[src/rtl/gmii_rx_frame.sv]
// rtl/gmii_rx_frame.sv - GMII receive framer: preamble/SFD strip, optional FCS strip/check, frame statistics
// Writes body bytes to a FIFO port through a small hold line so FCS bytes can be withheld.
module gmii_rx_frame #(
  parameter int CNT_W     = 11,
  parameter int STAT_W    = 16,
  parameter int MIN_LEN   = 64,
  parameter int MAX_LEN   = 1518,
  parameter int STRIP_FCS = 1,
  parameter int FCS_CHECK = 1
) (
  input  logic              RCLK,
  input  logic              RST,
  input  logic [7:0]        RXD,
  input  logic              RXDV,
  input  logic              RXER,
  output logic [7:0]        FIFO_WDAT,
  output logic              FIFO_WEN,
  output logic              FIFO_WEOD,
  output logic              FIFO_WERR,
  input  logic              FIFO_AFULL,
  output logic [CNT_W-1:0]  FIFO_WCNT,
  output logic [STAT_W-1:0] FRM_CNT,
  output logic [STAT_W-1:0] ERR_CNT,
  output logic [STAT_W-1:0] DROP_CNT
);

  localparam int H     = 1 + 4 * STRIP_FCS;
  localparam int LEN_W = $clog2(MAX_LEN + 1) + 1;

  typedef enum logic [1:0] {S_IDLE, S_PREA, S_BODY, S_DROP} state_t;

  state_t           r_state;
  logic [7:0]       r_rxd;
  logic             r_dv;
  logic             r_er;
  logic [LEN_W-1:0] r_len;
  logic             r_err_rx;
  logic [31:0]      r_crc;
  logic [7:0]       r_hold [0:H-1];

  logic [31:0]      w_crc_next;
  logic [7:0]       w_oldest;
  logic             w_fcs_bad;
  logic             w_err_end;

  // MSB-first CRC-32 register fed LSB-first per byte; a clean frame leaves residue C704DD7B
  function automatic logic [31:0] crc32_byte(input logic [31:0] c, input logic [7:0] d);
    logic [31:0] v;
    logic        fb;
    v = c;
    for (int i = 0; i < 8; i++) begin
      fb = v[31] ^ d[i];
      v  = {v[30:0], 1'b0} ^ (fb ? 32'h04C11DB7 : 32'h0);
    end
    return v;
  endfunction

  function automatic logic [STAT_W-1:0] sat_inc(input logic [STAT_W-1:0] v);
    return (&v) ? v : v + STAT_W'(1);
  endfunction

  assign w_crc_next = crc32_byte(r_crc, r_rxd);
  assign w_oldest   = r_hold[H-1];
  assign w_fcs_bad  = (FCS_CHECK != 0) && (r_crc != 32'hC704DD7B);
  assign w_err_end  = r_err_rx | (r_len < LEN_W'(MIN_LEN)) | w_fcs_bad;

  always_ff @(posedge RCLK) begin
    if (RST) begin
      r_state   <= S_IDLE;
      r_rxd     <= '0;
      r_dv      <= 1'b0;
      r_er      <= 1'b0;
      r_len     <= '0;
      r_err_rx  <= 1'b0;
      r_crc     <= '0;
      for (int i = 0; i < H; i++) r_hold[i] <= '0;
      FIFO_WDAT <= '0;
      FIFO_WEN  <= 1'b0;
      FIFO_WEOD <= 1'b0;
      FIFO_WERR <= 1'b0;
      FIFO_WCNT <= '0;
      FRM_CNT   <= '0;
      ERR_CNT   <= '0;
      DROP_CNT  <= '0;
    end else begin
      r_rxd     <= RXD;
      r_dv      <= RXDV;
      r_er      <= RXER;
      FIFO_WEN  <= 1'b0;
      FIFO_WEOD <= 1'b0;
      FIFO_WERR <= 1'b0;

      case (r_state)
        S_IDLE: begin
          FIFO_WCNT <= '0;
          if (r_dv) begin
            if (FIFO_AFULL) begin
              r_state  <= S_DROP;
              DROP_CNT <= sat_inc(DROP_CNT);
            end else begin
              r_state <= S_PREA;
            end
          end
        end

        S_PREA: begin
          if (!r_dv) begin
            r_state <= S_IDLE;
          end else if (r_rxd == 8'hD5) begin
            r_state  <= S_BODY;
            r_len    <= '0;
            r_err_rx <= 1'b0;
            r_crc    <= 32'hFFFF_FFFF;
          end else if (r_rxd != 8'h55) begin
            r_state  <= S_DROP;
            DROP_CNT <= sat_inc(DROP_CNT);
          end
        end

        S_BODY: begin
          if (r_dv && (r_len == LEN_W'(MAX_LEN))) begin
            // Giant: close what is held as a bad frame and discard the rest
            r_state   <= S_DROP;
            FIFO_WEN  <= 1'b1;
            FIFO_WDAT <= w_oldest;
            FIFO_WEOD <= 1'b1;
            FIFO_WERR <= 1'b1;
            FIFO_WCNT <= FIFO_WCNT + CNT_W'(1);
            ERR_CNT   <= sat_inc(ERR_CNT);
          end else if (r_dv) begin
            r_hold[0] <= r_rxd;
            for (int i = 1; i < H; i++) r_hold[i] <= r_hold[i-1];
            r_len    <= r_len + LEN_W'(1);
            r_crc    <= w_crc_next;
            r_err_rx <= r_err_rx | r_er;
            if (r_len >= LEN_W'(H)) begin
              FIFO_WEN  <= 1'b1;
              FIFO_WDAT <= w_oldest;
              FIFO_WCNT <= FIFO_WCNT + CNT_W'(1);
            end
          end else begin
            r_state <= S_IDLE;
            if (r_len < LEN_W'(H)) begin
              DROP_CNT <= sat_inc(DROP_CNT);
            end else begin
              FIFO_WEN  <= 1'b1;
              FIFO_WDAT <= w_oldest;
              FIFO_WEOD <= 1'b1;
              FIFO_WERR <= w_err_end;
              FIFO_WCNT <= FIFO_WCNT + CNT_W'(1);
              if (w_err_end) ERR_CNT <= sat_inc(ERR_CNT);
              else           FRM_CNT <= sat_inc(FRM_CNT);
            end
          end
        end

        S_DROP: begin
          if (!r_dv) r_state <= S_IDLE;
        end

        default: r_state <= S_IDLE;
      endcase
    end
  end

endmodule

[config.mk]
export PLATFORM = sky130hd
export DESIGN_NAME = gmii_rx_frame
export DESIGN_NICKNAME = d
export VERILOG_FILES = /design/src/rtl/gmii_rx_frame.sv
export SDC_FILE = /design/constraint.sdc
export NUM_CORES = 1
export LEC_CHECK = 0
export CELL_PAD_IN_SITES_DETAIL_PLACEMENT = 1
export CELL_PAD_IN_SITES_GLOBAL_PLACEMENT = 1
export CORE_MARGIN = 5
export CORE_UTILIZATION = 44
export CTS_BUF_LIST = sky130_fd_sc_hd__clkbuf_8 sky130_fd_sc_hd__clkbuf_16
export CTS_CLUSTER_DIAMETER = 50
export DETAILED_ROUTE_END_ITERATION = 10
export MAX_ROUTING_LAYER = met4
export PLACE_DENSITY_LB_ADDON = 0.1
export SLEW_MARGIN = 5
export SYNTH_ARGS = -nofsm -noshare
export SYNTH_HDL_FRONTEND = slang
export SYNTH_SLANG_ARGS = --single-unit
[constraint.sdc]
create_clock -name RCLK -period 3.96 [get_ports RCLK]
set_clock_uncertainty 0.15 [all_clocks]
set_input_delay 0.792 -clock RCLK [delete_from_list [all_inputs] [get_ports RCLK]]
set_output_delay 0.792 -clock RCLK [all_outputs]
set_load 0.01 [all_outputs]
* Word-level counts from Yosys, hierarchy flattened
Memory sizes are Yosys's and may differ from the RTL's.
Cells that the tools add are included.
** Word-level totals
- Bits in registers :: 127
- Bits in writable memories :: 40
- Input bits :: 13
- Output and inout port bits :: 70
- Logic and storage cells :: 171
- Memories kept :: 1
** Cells by class
- $add $sub $neg :: 5
- Order comparisons :: 3
- Equal/unequal tests :: 24
- Multiplexer cells :: 76
- Bitwise logic cells :: 30
- Reductions and logical operators :: 17
** Memory list
- r_hold :: depth 5, bits a word 8, read ports 5, clocked after Yosys merged registers in 0, write ports 5, line 39 : logic [7:0] r_hold [0:H-1];
** Operators by type and width (number)
- $xor 32x27->32 :: 8
- $mux 16 :: 14
- $mux 27 :: 8
- $mux 32 :: 4
- $mux 8 :: 9
- $pmux 32 s2 :: 1
- $add 16x1->16 const B :: 3
- $mux 12 :: 4
- $pmux 16 s3 :: 1
- $reduce_and 16->1 :: 3
- $mux 11 :: 4
- $ne 32x32->1 const B :: 1
- $pmux 12 s2 :: 1
- $ne 2x2->1 const B :: 11
- $pmux 11 s2 :: 1
- $mux 1 :: 20
- $mux 2 :: 7
- $add 12x1->12 const B :: 1
- $eq 12x11->1 const B :: 1
- $ge 12x3->1 const B :: 1
- $lt 12x3->1 const B :: 1
- $lt 12x7->1 const B :: 1
- $ne 4x4->1 const B :: 3
- $add 11x1->11 const B :: 1
- other kinds (23) :: 46

* Logic depth before layout (Yosys ltp)
Gate-level depths: netlist (run 1).
- Word-level depth :: 27
- Depth in mapped cells :: 9

* Worst setup path before layout (run 1)
Ideal clock, no wire load.
- Kind :: in2reg
- Start point :: input port RST
- End point :: memory r_hold[0][0] (enable)
- Setup time :: 0.404 ns
- Arrival time :: 2.649 ns
- Data required time :: 3.406 ns
- Setup slack :: 0.757 ns
- Stages :: 4
- Buffers on the path :: 3
- Cells stage by stage :: clkbuf_1 > clkbuf_1 > clkbuf_1 > nand2b_1
** RTL lines
- start, declared :: line 12 : input logic RST,
- end, declared :: line 39

* Worst setup path in the final report (run 1)
- Start point :: register r_len[0]
- End point :: register DROP_CNT[15]
** Between the ends
- Word-level cells in the longest chain between the ends :: 4
- Elaborated cells on any way between the ends :: 6
- Classes of those cells :: order compare (1); eq/ne (3); reduce/logical (2)
** RTL lines
- start, declared :: line 36 : logic [LEN_W-1:0] r_len;
- start signal, assigned :: line 133 : r_len <= r_len + LEN_W'(1);
- branches (longest 3 deep; another with $lt 12x3->1)
- $reduce_and 9->1 (no line) *
- end signal, assigned :: line 99 : DROP_CNT <= sat_inc(DROP_CNT);
- end signal, assigned :: line 116 : DROP_CNT <= sat_inc(DROP_CNT);
- end signal, assigned :: line 144 : DROP_CNT <= sat_inc(DROP_CNT);
- end, declared :: line 24 : output logic [STAT_W-1:0] DROP_CNT
Every way passes the cells marked *.
A chain may end at the register's enable or synchronous reset.

==> summary.txt, run 1 <==
Place
  – Placed Cells: 1065
  – Buffers added on ports: 82
  – Dpl ws: 597 ps
  – HPWL Detailed: 13900 um
  – GPL Wtd Cong: 0.844
  – Cell area after placement: 8750 um^2

Min path
  – Hold endpoint: r_err_rx
  – HP Class: register to register
  – Worst Hold Depth: 2
  – Hold Crit Start: r_er

Final layout
  – Post-Route Utilization: 53.9%
  – Reg area: 3740 um^2
  – Layout area overhead: 20.4%
  – Final non-filler cell total: 1097
  – N_diodes: 0
  – Multi-input logic area: 3820 um^2
  – Final instance area: 9320 um^2
  – Layout cells sized above 1: 7.45%
  – Layout Nets: 880
  – Fillers: 1924

Logic synthesis
  – Ranking of synthesized cells by area: dfxtp_1 (33%), edfxtp_1 (16%), xnor2_1 (7.2%), nor2_1 (5.2%), xor2_1 (5.0%)
  – Top FF cell, synth: dfxtp_1
  – Top post-synthesis cells by count: dfxtp_1 (127), nor2_1 (107), xnor2_1 (64), and2_1 (44), xor2_1 (44)
  – Largest area contributor in the netlist: dfxtp_1
  – Register area share after synthesis: 48.4%
  – Syn_area_per_cell: 9.82 um^2
  – Ys async rst share: 0%
  – Synth unique cells: 61
  – Post-synthesis cell count: 788
  – Most numerous cell in the Yosys netlist: dfxtp_1
  – Number of synthesized flops with an enable pin: 40
  – Area of the mapped netlist: 7740 um^2
  – Post-synth top area share: 32.9%
  – Synth warn: 0
  – Syn nets: 809
  – Synthesis-stage register bit count: 167

Flow run
  – Maxcap violations: 0

Floorplanning
  – Initial Util: 44.7%
  – FP Rows: 48
  – I/O pin total: 83
  – Die Y: 143 um
  – Die area: 20300 um^2
  – Die extent in x: 143 um
  – Core ar.: 17300 um^2

Worst setup path
  – Startpoint types: register
  – FF-to-FF path depth: 8
  – CP peak stage delay: 760 ps
  – Setup crit start: r_len[0]
  – Crit Path Max Fanout: 15
  – Worst EP required: 4170 ps
  – RR Startpoint: r_len[0]
  – Cells along the critical path: inv_1, ha_1, nor2b_1, or4_1, o41ai_4, nand2_1, or3_1, a21oi_1
  – CP delay by family, top: simple AND/OR/NAND/NOR gates
  – Worst path bufs/invs: 1
  – Setup Crit Path Kind: register to register
  – Crit path DAT: 3200 ps
  – Crit. End Element: register
  – R2R setup slack: 970 ps
  – RR Endpoint: DROP_CNT[15]
  – Critical Path Slowest Stage Cell: o41ai_4

Routing
  – Residual DRC count: 0
  – DR iter-0 viols: 251
  – Routed Antenna Nets: 0
  – Final wirelength: 19700 um
  – First-pass iteration count of the detailed router: 4
  – Vias per cell: 5.45
  – DR WL/cell: 18.0 um
  – Vias after detailed routing: 5980

Pwr
  – Leak Pwr: 3.14 nW
  – Clock power share: 43.6%
  – Register share of total power: 48.9%
  – Worst vdd ir: 0.301 mV
  – Gate power share: 7.5%
  – Net Sw Frac: 25.2%
  – Net Switching: 0.922 mW
  – Power Density: 393 nW/um^2
  – Pint: 2.74 mW
  – Design Power: 3.66 mW

STA
  – Tmin final: 2990 ps
  – Setup TNS: 0 ps
  – Min Hold Slack: 334 ps
  – Slew Limit Fails: 0
  – Worst slew margin: 34.7%
  – Final hold viol count: 0
  – Setup WS post-layout: 971 ps
  – Worst-Margin Slew: 980 ps
  – Period utilization: 75.5%
  – RSZ-0062 raised after global routing: false
  – Achievable Freq: 0.335 GHz
  – Setup violations, final: 0

Clock network
  – Clock sinks: 167
  – CTS root buf: clkbuf_16
  – Post-CTS Setup Inserts: 0
  – H-tree Lvls: 4
  – Cts hold-fix bufs: 0
  – Clock transition at path regs: 70 ps
  – Worst-skew pair later-pin latency: 430 ps
  – Clock Path Buffers: 2
  – Post-CTS sizing: 0
  – CTS Buf Count: 17
  – TritonCTS clock tree: yes

Global route
  – Grt ovf: 0
  – Total track usage: 20.5%
  – Number of antenna violations at the first check in global routing: 0
  – Number of global-route vias before repair: 6305
  – First-pass GRT wire length: 32500 um
  – Largest net degree at the start of global routing: 70

Run status
  – Status: completed
## power by group through the flow
stage	Clock (mW)	Combinational, mW	Sequential [mW]
after floorplan	0	0.211	1.82
after global placement	0	0.267	1.83
after detailed placement	0	0.273	1.83
after CTS	1.62	0.277	1.79
after global routing	1.71	0.298	1.79
final	1.60	0.275	1.79
## per-layer routing
| layer | part of all wire, % | track usage [%] | vias to the layer above |
|---|---|---|---|
| met5 | 0 | - | - |
| met4 | 1.8 | 6.80 | 0 |
| met3 | 3.1 | 3.62 | 29 |
| met2 | 49 | 33.8 | 100 |
| met1 | 46 | 25.6 | 2952 |
| li1 | - | - | 2899 |
## cell usage in the layout, fill, tap and decap left out, drive strengths merged, types with 4 or more instances in the layout
cell type | netlist | final
a211oi | 23 | 23
a21oi | 20 | 20
a311oi | 7 | 7
a31oi | 4 | 4
and2 | 44 | 44
and3 | 14 | 14
and4 | 9 | 9
buf | 10 | 8
clkbuf | 27 | 18
clkdlybuf4s50 | 0 | 81
clkinv | 0 | 4
dfxtp | 127 | 127
edfxtp | 40 | 40
ha | 8 | 8
inv | 12 | 19
mux2 | 4 | 4
mux2i | 9 | 9
nand2 | 30 | 30
nand2b | 6 | 6
nand3 | 35 | 35
nand4 | 14 | 14
nor2 | 107 | 107
nor2b | 22 | 22
nor3 | 23 | 23
nor3b | 6 | 6
nor4 | 7 | 7
o21ai | 13 | 13
o22ai | 5 | 5
or3 | 9 | 9
or4 | 7 | 7
xnor2 | 71 | 71
xor2 | 44 | 44
## state kept, by name (all words and copies together), names as in the netlist
signal / flops
DROP_CNT: 16
FIFO_WDAT: 8
r_rxd: 8
r_err_rx: 1
r_len: 12
r_hold: 40
FRM_CNT: 16
FIFO_WERR: 1
r_er: 1
r_crc: 32
FIFO_WEOD: 1
r_state: 2
ERR_CNT: 16
FIFO_WEN: 1
r_dv: 1
FIFO_WCNT: 11
## worst register-to-register path: stages (launching register included)
cell and delay (ps):
dfxtp_1 360, inv_1 140, ha_1 170, nor2b_1 50, or4_1 490, o41ai_4 760
nand2_1 260, or3_1 410, a21oi_1 150
## how the worst max path moves through the flow
| stage | endpoint | slack, ps | cells after the start |
|---|---|---|---|
| after floorplan | r_hold[0][0] | 760 | 4 |
| after global placement | DROP_CNT[15] | 680 | 8 |
| after detailed placement | DROP_CNT[15] | 600 | 8 |
| after CTS | DROP_CNT[15] | 540 | 8 |
| after global routing | DROP_CNT[15] | 810 | 8 |
| final | DROP_CNT[15] | 970 | 8 |
## final cells by class
class	instances	area share (%)
well taps	225	3.02
multi-input cells	572	41.0
clock buffers	18	4.83
flip-flops and latches	167	40.2
clock inverters	14	1.18
inverters	12	0.483
repair buffers	89	9.35
## cells by family after synthesis
| logic type | after synthesis | share of synthesized area (%) |
|---|---|---|
| simple gates | 346 | 24.1 |
| flops | 167 | 48.4 |
| xor+xnor | 115 | 13.7 |
| compound gates | 90 | 8.20 |
| buf+inv | 49 | 2.57 |
| mux | 13 | 1.79 |
| fa+ha+maj | 8 | 1.29 |
(Power assumes the default switching activity.)
==> run 2, diff against run 1 <==
--- a/config.mk
+++ b/config.mk
@@ -8,7 +8,7 @@
 export CELL_PAD_IN_SITES_DETAIL_PLACEMENT = 1
 export CELL_PAD_IN_SITES_GLOBAL_PLACEMENT = 1
 export CORE_MARGIN = 5
-export CORE_UTILIZATION = 44
+export CORE_UTILIZATION = 40
 export CTS_BUF_LIST = sky130_fd_sc_hd__clkbuf_8 sky130_fd_sc_hd__clkbuf_16
 export CTS_CLUSTER_DIAMETER = 50
 export DETAILED_ROUTE_END_ITERATION = 10
==> constraint.sdc (replaced) <==
create_clock -name RCLK -period 2.6 [get_ports RCLK]
set_clock_uncertainty 0.15 [all_clocks]
set_input_delay 0.52 -clock RCLK [delete_from_list [all_inputs] [get_ports RCLK]]
set_output_delay 0.52 -clock RCLK [all_outputs]
set_load 0.01 [all_outputs]
==> summary.txt, run 2 (synthesis results as in run 1) <==
Final layout
  – Commonest non-fill, non-tap cells in the layout: dfxtp_1 (127), nor2_1 (107), clkdlybuf4s50_1 (81), xnor2_1 (63), buf_4 (51)
  – Layout Nets: 927
  – Post-Route Utilization: 52.2%
  – N_diodes: 0
  – Final instance area: 9860 um^2
  – Layout cells sized above 1: 12.9%
  – Most common cell after layout, fill and taps aside: dfxtp_1
  – Fillers: 2134
  – Layout area overhead: 27.4%
  – Regs by FF count: r_hold x40, r_crc x32
  – Biggest register: r_hold
  – Max reg flops: 40

STA
  – RSZ-0062 raised after global routing: true
  – Tmin final: 2500 ps
  – Setup violations, final: 0
  – Worst slew margin: 57.2%
  – Setup TNS: 0 ps
  – Final hold viol count: 0
  – Achievable Freq: 0.400 GHz
  – Worst-Margin Slew: 639 ps
  – Period utilization: 96.1%
  – Slew Limit Fails: 0
  – Setup WS post-layout: 102 ps

Routing
  – Routed Antenna Nets: 0
  – Vias after detailed routing: 6164
  – Vias per cell: 5.23
  – Final wirelength: 20200 um
  – First-pass iteration count of the detailed router: 4
  – Residual DRC count: 0
  – DR iter-0 viols: 367
  – DR WL/cell: 17.2 um

Worst setup path
  – Crit path DAT: 2710 ps
  – Worst EP required: 2810 ps
  – R2R setup slack: 100 ps
  – Setup Crit Path Kind: register to register
  – RR Startpoint: r_len[0]
  – Crit Path Max Fanout: 8
  – Crit. End Element: register
  – Startpoint types: register
  – RR Endpoint: ERR_CNT[3]
  – FF-to-FF path depth: 11

Clock network
  – H-tree Lvls: 4
  – Clock transition at path regs: 60 ps
  – TritonCTS clock tree: yes
  – CTS Buf Count: 17
  – Clock sinks: 167
  – Worst-skew pair later-pin latency: 430 ps
  – Cts hold-fix bufs: 0
  – CTS root buf: clkbuf_16
  – Clock Path Buffers: 2

Pwr
  – Design Power: 5.75 mW
  – Worst vdd ir: 0.469 mV
  – Leak Pwr: 3.45 nW
  – Power Density: 583 nW/um^2

Place
  – Cell area after placement: 9120 um^2
  – Dpl ws: -128 ps
  – GPL Wtd Cong: 0.864
  – Buffers added on ports: 82
  – HPWL Detailed: 14700 um

Global route
  – Total track usage: 19.3%
  – Largest net degree at the start of global routing: 41
  – Number of antenna violations at the first check in global routing: 0
  – Number of global-route vias before repair: 6525
  – First-pass GRT wire length: 33700 um
  – Grt ovf: 0

Floorplanning
  – Die Y: 149 um
  – FP Rows: 50
  – Die area: 22200 um^2
  – Core ar.: 18900 um^2
  – Initial Util: 41.0%
  – I/O pin total: 83
  – Die extent in x: 149 um

Min path
  – Worst Hold Depth: 2
  – HP Class: register to register
  – Hold endpoint: r_err_rx
  – Hold Crit Start: r_er

Run status
  – Status: completed

Flow run
  – Maxcap violations: 0
## run 2: cell type report
class / instances / area (um^2) / area share (%)
clock buffer: 17 / 425 / 4.32
clock inverter: 15 / 168 / 1.70
inverter: 12 / 45.0 / 0.457
multi-input combinational: 573 / 3890 / 39.5
sequential: 167 / 3740 / 38.0
tap: 260 / 325 / 3.30
timing repair buffer: 135 / 1250 / 12.7
## run 2: through the flow
step           instances  hold slack [ps]
2_1_floorplan        788              280
3_3_place_gp        1139              314
3_5_place_dp        1139              336
4_1_cts             1174              338
5_1_grt             1179              367
6_report            1179              324
## run 2: routing by layer
layer / up-vias / part of all wire, % / GRT usage [%]
li1: 3000 / - / -
met1: 3034 / 45 / 24.0
met2: 111 / 50 / 32.5
met3: 19 / 3.5 / 3.34
met4: 0 / 1.2 / 5.08
met5: - / 0 / -
## run 2: how the worst max path moves through the flow
stage | start | endpoint | cells after the start
finish | r_len[0] | ERR_CNT[3] | 11
global route | r_len[0] | ERR_CNT[3] | 11
CTS | r_len[0] | ERR_CNT[3] | 10
detailed placement | r_len[1] | DROP_CNT[15] | 9
global placement | r_len[0] | DROP_CNT[15] | 8
floorplan | RST | r_hold[0][0] | 4
## run 2: where the power goes
group,internal (mW),switching [mW],total (mW)
clock network,1.44,1.12,2.56
registers,2.70,0.0266,2.72
logic,0.211,0.258,0.469
total,4.35,1.40,5.75
## run 2: what timing repair did
| action | 4_1_cts | 5_1_grt |
|---|---|---|
| buffers inserted | 3 | 4 |
| cloned | 0 | 1 |
| endpoints found under the setup margin | 16 | 24 |
| gates resized for setup | 2 | 9 |
| pin swaps | 1 | 3 |
## run 2: critical path, cell delays in order (launching register included)
cell and delay (ps):
dfxtp_1 330, inv_1 60, ha_1 200, nor2b_1 160, buf_4 130, nor4_1 40
buf_4 150, a211oi_4 370, o211ai_4 160, buf_4 190, or3_1 350, a21oi_1 140
